<file path="src/rtl/uart_pkg.sv">
// Shared UART definitions: transmit FSM states, frame-shape constants, parity helper.
// Latency: n/a (types and constant functions only).
// Backpressure: n/a.
package uart_pkg;

    typedef enum logic [2:0] {
        ST_IDLE,
        ST_START,
        ST_DATA,
        ST_PARITY,
        ST_STOP
    } tx_state_t;

    localparam int START_BITS = 1;
    localparam int STOP_BITS  = 1;

    // Total bits on the line for one frame.
    function automatic int frame_bits(input int data_bits, input int parity_bits);
        return START_BITS + data_bits + parity_bits + STOP_BITS;
    endfunction

    // Zero-extended data does not change the XOR, so any width up to 64 fits.
    function automatic logic parity_bit(input logic [63:0] data, input logic odd);
        return (^data) ^ odd;
    endfunction

endpackage

</file>
<file path="src/rtl/uart_tx_fifo.sv">
// Circular transmit buffer with separate read/write pointers and an occupancy count.
// Latency: write visible on dout one cycle after push (dout is a combinational read of the head).
// Backpressure: push while full is ignored unless pop occurs in the same cycle.
//
// Ports: pclk/preset clock and async active-high reset; push/din enqueue;
//        pop dequeues the head shown on dout; full/empty/count report occupancy.
module uart_tx_fifo #(
    parameter int BITWIDTH   = 8,
    parameter int FIFO_DEPTH = 4
) (
    input  logic                          pclk,
    input  logic                          preset,
    input  logic                          push,
    input  logic                          pop,
    input  logic [BITWIDTH-1:0]           din,
    output logic [BITWIDTH-1:0]           dout,
    output logic                          full,
    output logic                          empty,
    output logic [$clog2(FIFO_DEPTH):0]   count
);

    localparam int AW = $clog2(FIFO_DEPTH);
    localparam int CW = AW + 1;

    logic [BITWIDTH-1:0] mem [FIFO_DEPTH];
    logic [AW-1:0]       wptr;
    logic [AW-1:0]       rptr;
    logic                wr_en;
    logic                rd_en;

    assign full  = (count == CW'(FIFO_DEPTH));
    assign empty = (count == '0);
    // A pop in the same cycle frees the slot the full write needs.
    assign wr_en = push && (!full || pop);
    assign rd_en = pop && !empty;
    assign dout  = mem[rptr];

    always_ff @(posedge pclk) begin
        if (wr_en) begin
            mem[wptr] <= din;
        end
    end

    // Power-of-two depth lets the pointers wrap naturally.
    always_ff @(posedge pclk or posedge preset) begin
        if (preset) begin
            wptr  <= '0;
            rptr  <= '0;
            count <= '0;
        end else begin
            if (wr_en) wptr <= wptr + 1'b1;
            if (rd_en) rptr <= rptr + 1'b1;
            case ({wr_en, rd_en})
                2'b10:   count <= count + 1'b1;
                2'b01:   count <= count - 1'b1;
                default: count <= count;
            endcase
        end
    end

endmodule

</file>
<file path="src/rtl/uart_tx.sv">
// UART transmitter: buffers bytes and shifts start, LSB-first data, optional parity, stop on tx.
// Latency: push at edge N with idle FSM and empty buffer drives the start bit after edge N+1.
// Backpressure: tf_TXRDY low when the buffer is full; a push while full without a pop is dropped and flagged on tx_ovf.
//
// Ports: pclk/preset clock and async active-high reset; baud_val bit period minus one;
//        tx_data/tx_wr enqueue; tx serial line; tf_TXRDY not-full; tx_busy activity; tx_ovf drop pulse.
module uart_tx
    import uart_pkg::*;
#(
    parameter int BITWIDTH   = 8,
    parameter int FIFO_DEPTH = 4,
    parameter bit PARITY_EN  = 1'b0,
    parameter bit PARITY_ODD = 1'b0
) (
    input  logic                pclk,
    input  logic                preset,
    input  logic [BITWIDTH-1:0] baud_val,
    input  logic [BITWIDTH-1:0] tx_data,
    input  logic                tx_wr,
    output logic                tx,
    output logic                tf_TXRDY,
    output logic                tx_busy,
    output logic                tx_ovf
);

    localparam int IW = (BITWIDTH > 1) ? $clog2(BITWIDTH) : 1;
    localparam int CW = $clog2(FIFO_DEPTH) + 1;

    tx_state_t           state_q, state_d;
    logic [BITWIDTH-1:0] cnt_q, cnt_d;
    logic [BITWIDTH-1:0] baud_q, baud_d;
    logic [BITWIDTH-1:0] shreg_q, shreg_d;
    logic [IW-1:0]       idx_q, idx_d;
    logic                par_q, par_d;
    logic                tx_q, tx_d;
    logic                ovf_q;
    logic                bit_end;
    logic                start_frame;

    logic                fifo_pop;
    logic [BITWIDTH-1:0] fifo_dout;
    logic                fifo_full;
    logic                fifo_empty;
    logic [CW-1:0]       fifo_count;

    uart_tx_fifo #(
        .BITWIDTH   (BITWIDTH),
        .FIFO_DEPTH (FIFO_DEPTH)
    ) u_fifo (
        .pclk   (pclk),
        .preset (preset),
        .push   (tx_wr),
        .pop    (fifo_pop),
        .din    (tx_data),
        .dout   (fifo_dout),
        .full   (fifo_full),
        .empty  (fifo_empty),
        .count  (fifo_count)
    );

    assign bit_end  = (cnt_q == '0);
    assign tx       = tx_q;
    assign tf_TXRDY = !fifo_full;
    assign tx_busy  = (state_q != ST_IDLE) || (fifo_count != '0);
    assign tx_ovf   = ovf_q;

    always_comb begin
        state_d     = state_q;
        cnt_d       = cnt_q - 1'b1;
        baud_d      = baud_q;
        shreg_d     = shreg_q;
        idx_d       = idx_q;
        par_d       = par_q;
        tx_d        = tx_q;
        start_frame = 1'b0;
        fifo_pop    = 1'b0;

        case (state_q)
            ST_IDLE: begin
                cnt_d       = cnt_q;
                tx_d        = 1'b1;
                start_frame = !fifo_empty;
            end
            ST_START: begin
                if (bit_end) begin
                    tx_d    = shreg_q[0];
                    idx_d   = '0;
                    cnt_d   = baud_q;
                    state_d = ST_DATA;
                end
            end
            ST_DATA: begin
                if (bit_end) begin
                    cnt_d = baud_q;
                    if (idx_q == IW'(BITWIDTH - 1)) begin
                        if (PARITY_EN) begin
                            tx_d    = par_q;
                            state_d = ST_PARITY;
                        end else begin
                            tx_d    = 1'b1;
                            state_d = ST_STOP;
                        end
                    end else begin
                        // shreg[0] is the bit on the line; the next one sits at [1].
                        shreg_d = shreg_q >> 1;
                        tx_d    = shreg_q[1];
                        idx_d   = idx_q + 1'b1;
                    end
                end
            end
            ST_PARITY: begin
                if (bit_end) begin
                    tx_d    = 1'b1;
                    cnt_d   = baud_q;
                    state_d = ST_STOP;
                end
            end
            ST_STOP: begin
                if (bit_end) begin
                    // Chain straight into the next frame when data is waiting.
                    start_frame = !fifo_empty;
                    state_d     = ST_IDLE;
                end
            end
            default: begin
                tx_d    = 1'b1;
                state_d = ST_IDLE;
            end
        endcase

        // The divisor is captured here so a mid-frame change waits for the next frame.
        if (start_frame) begin
            fifo_pop = 1'b1;
            shreg_d  = fifo_dout;
            par_d    = parity_bit(64'(fifo_dout), PARITY_ODD);
            baud_d   = baud_val;
            cnt_d    = baud_val;
            tx_d     = 1'b0;
            state_d  = ST_START;
        end
    end

    always_ff @(posedge pclk or posedge preset) begin
        if (preset) begin
            state_q <= ST_IDLE;
            cnt_q   <= '0;
            baud_q  <= '0;
            shreg_q <= '0;
            idx_q   <= '0;
            par_q   <= 1'b0;
            tx_q    <= 1'b1;
            ovf_q   <= 1'b0;
        end else begin
            state_q <= state_d;
            cnt_q   <= cnt_d;
            baud_q  <= baud_d;
            shreg_q <= shreg_d;
            idx_q   <= idx_d;
            par_q   <= par_d;
            tx_q    <= tx_d;
            ovf_q   <= tx_wr && fifo_full && !fifo_pop;
        end
    end

endmodule

</file>
<file path="config.mk">
export PLATFORM = sky130hd
export DESIGN_NAME = uart_tx
export DESIGN_NICKNAME = d
export VERILOG_FILES = /design/src/rtl/uart_pkg.sv /design/src/rtl/uart_tx_fifo.sv /design/src/rtl/uart_tx.sv
export SDC_FILE = /design/constraint.sdc
export NUM_CORES = 1
export LEC_CHECK = 0
export ABC_AREA = 1
export CORE_UTILIZATION = 35
export DETAILED_ROUTE_END_ITERATION = 8
export HOLD_SLACK_MARGIN = 0.02
export PLACE_DENSITY = 0.58
export SLEW_MARGIN = 20
export SYNTH_ARGS = -nofsm -noshare
export SYNTH_HDL_FRONTEND = slang
export SYNTH_HIERARCHICAL = 1
export SYNTH_SLANG_ARGS = --single-unit
</file>
<file path="constraint.sdc">
create_clock -name pclk -period 2.2 [get_ports pclk]
set_input_delay 0.44 -clock pclk [delete_from_list [all_inputs] [get_ports pclk]]
set_output_delay 0.44 -clock pclk [all_outputs]
set_load 0.05 [all_outputs]
</file>
==> flow_summary.yaml <==
grt:
  top_usage_layer: "met2"
  global_route.usage.met2: 0.2542
  antenna_violations_before_repair: 0
  global_route_wire_length_before_repair_mm: 11.65
  globalRouteOverflowTotal: 0
  global_route.usage.met3: 0.03313
  grt_util_all_layers: 0.1476
  global_route.usage.met1: 0.1830
  grt_max_degree: 33
  first_global_vias: 2553
synth:
  post_synth_instance_area_um2: 3478
  synth-edff-count: 32
  synth_nets: 416
  seq_area_frac_synth: 0.5572
  netlist_instances: 388
  synthesized_area_divided_by_synthesized_cell_count_um2: 8.965
  synthArstFlopShare: 0.5493
  yosysWarningCount: 6
  ys_dominant_reg_cell: "dfrtp_1"
  distinct_cell_type_count_after_synthesis: 29
  synth-seq-cells: 71
pwr:
  power_switching_share: 0.4236
  p_int_mw: 3.389
  powerDensity_nw_per_um2: 1406
  vdd.ir_drop.worst_v: 0.0006357
  share_clk_of_total_power: 0.168
  netSwitchingPower_mw: 2.490
  totalPowerFinal_mw: 5.879
  p_seq_frac: 0.355
  share_comb_of_total_power: 0.477
  p_leak_nw: 1.871
final_layout:
  layout.filler_cells: 978
  layout.core_utilization: 0.4319
  multiInputGateArea_um2: 1333
  antenna_cells_inserted: 0
  sequential_cell_area_um2: 1938
  finish.cell_count_without_fillers: 574
  fraction_of_final_layout_cells_with_drive_strength_greater_than_1: 0.1814
  layout.nets: 464
  layout-area-overhead-vs-synth_pct: 20.25
sta:
  achievable-frequency_mhz: 472.9
  finalSetupViolations: 0
  setup-tns-final_ns: 0
  final.period_utilization: 0.9612
  final.min_clock_period_ns: 2.115
  worst_max_slew_margin_expressed_relative_to_the_limit: 0.6646
  worst-slew-pin-transition_ns: 0.5015
  timing_hold_violations_final: 0
  timing.final.max_slew_violations: 0
  timing.hold.ws_ns: 0.3602
  finalClockSkew_ns: 0.008987
critical_path:
  cp.arrival_ns: 1.67
  timing.critical_path.max_delay_family: "buffers and inverters"
  worstReg2RegEnd: "u_fifo/count[1]$_DFFE_PP0P_"
  crit_slowest_cell: "clkdlybuf4s50_1"
  worst-setup-path-type: "register to primary output"
  worstReg2RegStart: "cnt_q[0]$_DFFE_PP0P_"
  startpoint: "tx$_DFFE_PP1P_"
  crit_path_start_kind: "register"
  critical_path_buf_inv_count: 1
  worst_setup_path_end_kind: "primary output"
  cpPeakStageDelay_ns: 0.80
  crit_chain: "clkdlybuf4s50_1"
  path_max_fanout: 2
  worstRegToRegCells: 13
  data_required_critical_path_ns: 1.76
  worst-r2r-setup-slack_ns: 0.09
floorplanning:
  core_area_um2: 9684
  initial_utilization: 0.3592
  std_cell_rows: 36
  die_h_um: 101.7
  ioPinCount: 23
  die-area_um2: 10340
  die_w_um: 101.7
run:
  drv_cap: 0
clock_network:
  clock_tree_from_tritoncts: "built"
  clock_sink_count: 71
  cts_hold_repair.buffers: 0
  clockBufferDepth: 2
  clk-insertion-delay-late_ns: 0.34
  root_buffer_selected_by_cts: "clkbuf_8"
  clk_pin_slew_ns: 0.09
  clock_tree.htree_level_count: 3
  tritoncts.num_buffers: 9
routing:
  via_count: 2624
  post-route-drc-count: 0
  detailed_routing_iteration_count_for_the_pre_antenna_repair_pass: 4
  routed_wire_length_per_instance_um: 11.69
  initialDrtViolationCount: 123
  drtAntennaViolNets: 0
  wl_mm: 6.710
  avgViaCountPerCell: 4.571
placement:
  io_buffer_count: 22
  gpl.final_weighted_congestion: 0.8312
  place.detailed.hpwl_mm: 4.729
  dp.cells: 555
worst_hold_path:
  worstHoldPathType: "input pin to asynchronous set/reset pin"
run_status:
  outcome: "finished clean"
[kinds of logic (layout without fill, tap and decap cells)]
kind of cell,count (synthesis),count (layout),share of synthesized area
AO/OA/AOI/OAI,49,49,0.07410
XOR/XNOR,2,2,0.005037
adder cells (fa/ha/maj),9,9,0.03453
buffers and inverters,51,104,0.07374
flip-flops,71,71,0.5572
AND/OR/NAND/NOR,206,206,0.2554
[cells in the final DEF, fill, tap and decap left out, drive strengths merged, types with 2 or more instances in the layout]
master	count
or2	2
clkdlybuf4s50	20
nand2	102
clkinv	2
inv	47
nor2	72
nor3	3
nand3	23
o21ai	41
dfrtp	38
edfxtp	32
buf	25
a21oi	3
clkbuf	9
ha	8
nand4	4
o211ai	5
[final cells by class]
class	count	share of cell area
tap	133	0.03978
timing repair buffer	45	0.09273
inverter	43	0.04098
sequential	71	0.4634
clock buffer	9	0.02961
multi-input combinational	266	0.3186
clock inverter	7	0.01496
[sequential cells by signal, indices dropped and copies added (netlist names), 2 cells and up]
| signal | cells |
|---|---|
| cnt_q | 8 |
| u_fifo/mem | 32 |
| u_fifo/count | 3 |
| shreg_q | 8 |
| u_fifo/rptr | 2 |
| baud_q | 8 |
| state_q | 3 |
| idx_q | 3 |
| u_fifo/wptr | 2 |
[cells in the mapped netlist, types with 5 or more instances]
master / n / area [um2]
dfrtp_1: 38 / 950.9
edfxtp_1: 32 / 960.9
ha_1: 8 / 100.1
inv_1: 37 / 138.9
inv_2: 5 / 18.77
nand2_1: 97 / 364.1
nand3_1: 21 / 105.1
nor2_1: 62 / 232.7
nor2_2: 7 / 43.79
o211ai_1: 5 / 37.54
o21ai_0: 22 / 110.1
o21ai_1: 19 / 95.09
[power groups by stage]
| stage | clock, mW | sequential, mW | combinational [mW] |
|---|---|---|---|
| 2_1_floorplan | 0 | 2.16 | 1.99 |
| 3_3_place_gp | 0 | 2.10 | 2.67 |
| 3_5_place_dp | 0 | 2.11 | 2.71 |
| 4_1_cts | 1.02 | 2.09 | 2.73 |
| 5_1_grt | 1.09 | 2.14 | 3.22 |
| 6_report | 0.986 | 2.09 | 2.80 |
[metal layers]
metal,vias up,part of all wire
li1,1351,-
met1,1220,0.44
met2,43,0.50
met3,10,0.039
met4,0,0.015
met5,-,0
[worst reg2reg max path: stages (launching register included)]
cell and delay [ns]:
dfrtp_1 0.40, inv_2 0.10, ha_4 0.16, nand2_2 0.07, nor2_4 0.15, nor2_4 0.05, nor2_4 0.12, inv_2 0.05
nand3_2 0.09, nand2_4 0.06, ha_4 0.17, inv_4 0.05, fa_2 0.44, o21ai_2 0.13
[worst max-delay path by stage]
stage | cells past startpoint | endpoint
2_1_floorplan | 16 | u_fifo/count[2]$_DFFE_PP0P_
3_3_place_gp | 16 | u_fifo/count[2]$_DFFE_PP0P_
3_5_place_dp | 16 | u_fifo/count[2]$_DFFE_PP0P_
4_1_cts | 16 | u_fifo/count[2]$_DFFE_PP0P_
5_1_grt | 13 | u_fifo/count[1]$_DFFE_PP0P_
6_report | 1 | tx
[repair_timing]
| item | in CTS | in global routing |
|---|---|---|
| endpoints found under the hold margin | 0 | 0 |
| setup endpoints to repair | 0 | 2 |
| gates resized for setup | 0 | 11 |
| buffers inserted | 0 | 3 |
[metrics by stage]
step | area [um2] | setup WS [ns]
floorplan | 3500 | -0.04247
detailed placement | 3940 | 0.03660
global route | 4183 | -0.03055
global placement | 3940 | 0.09162
CTS | 4126 | 0.03016
finish | 4183 | 0.08547
Power figures use the tool's default switching activity.
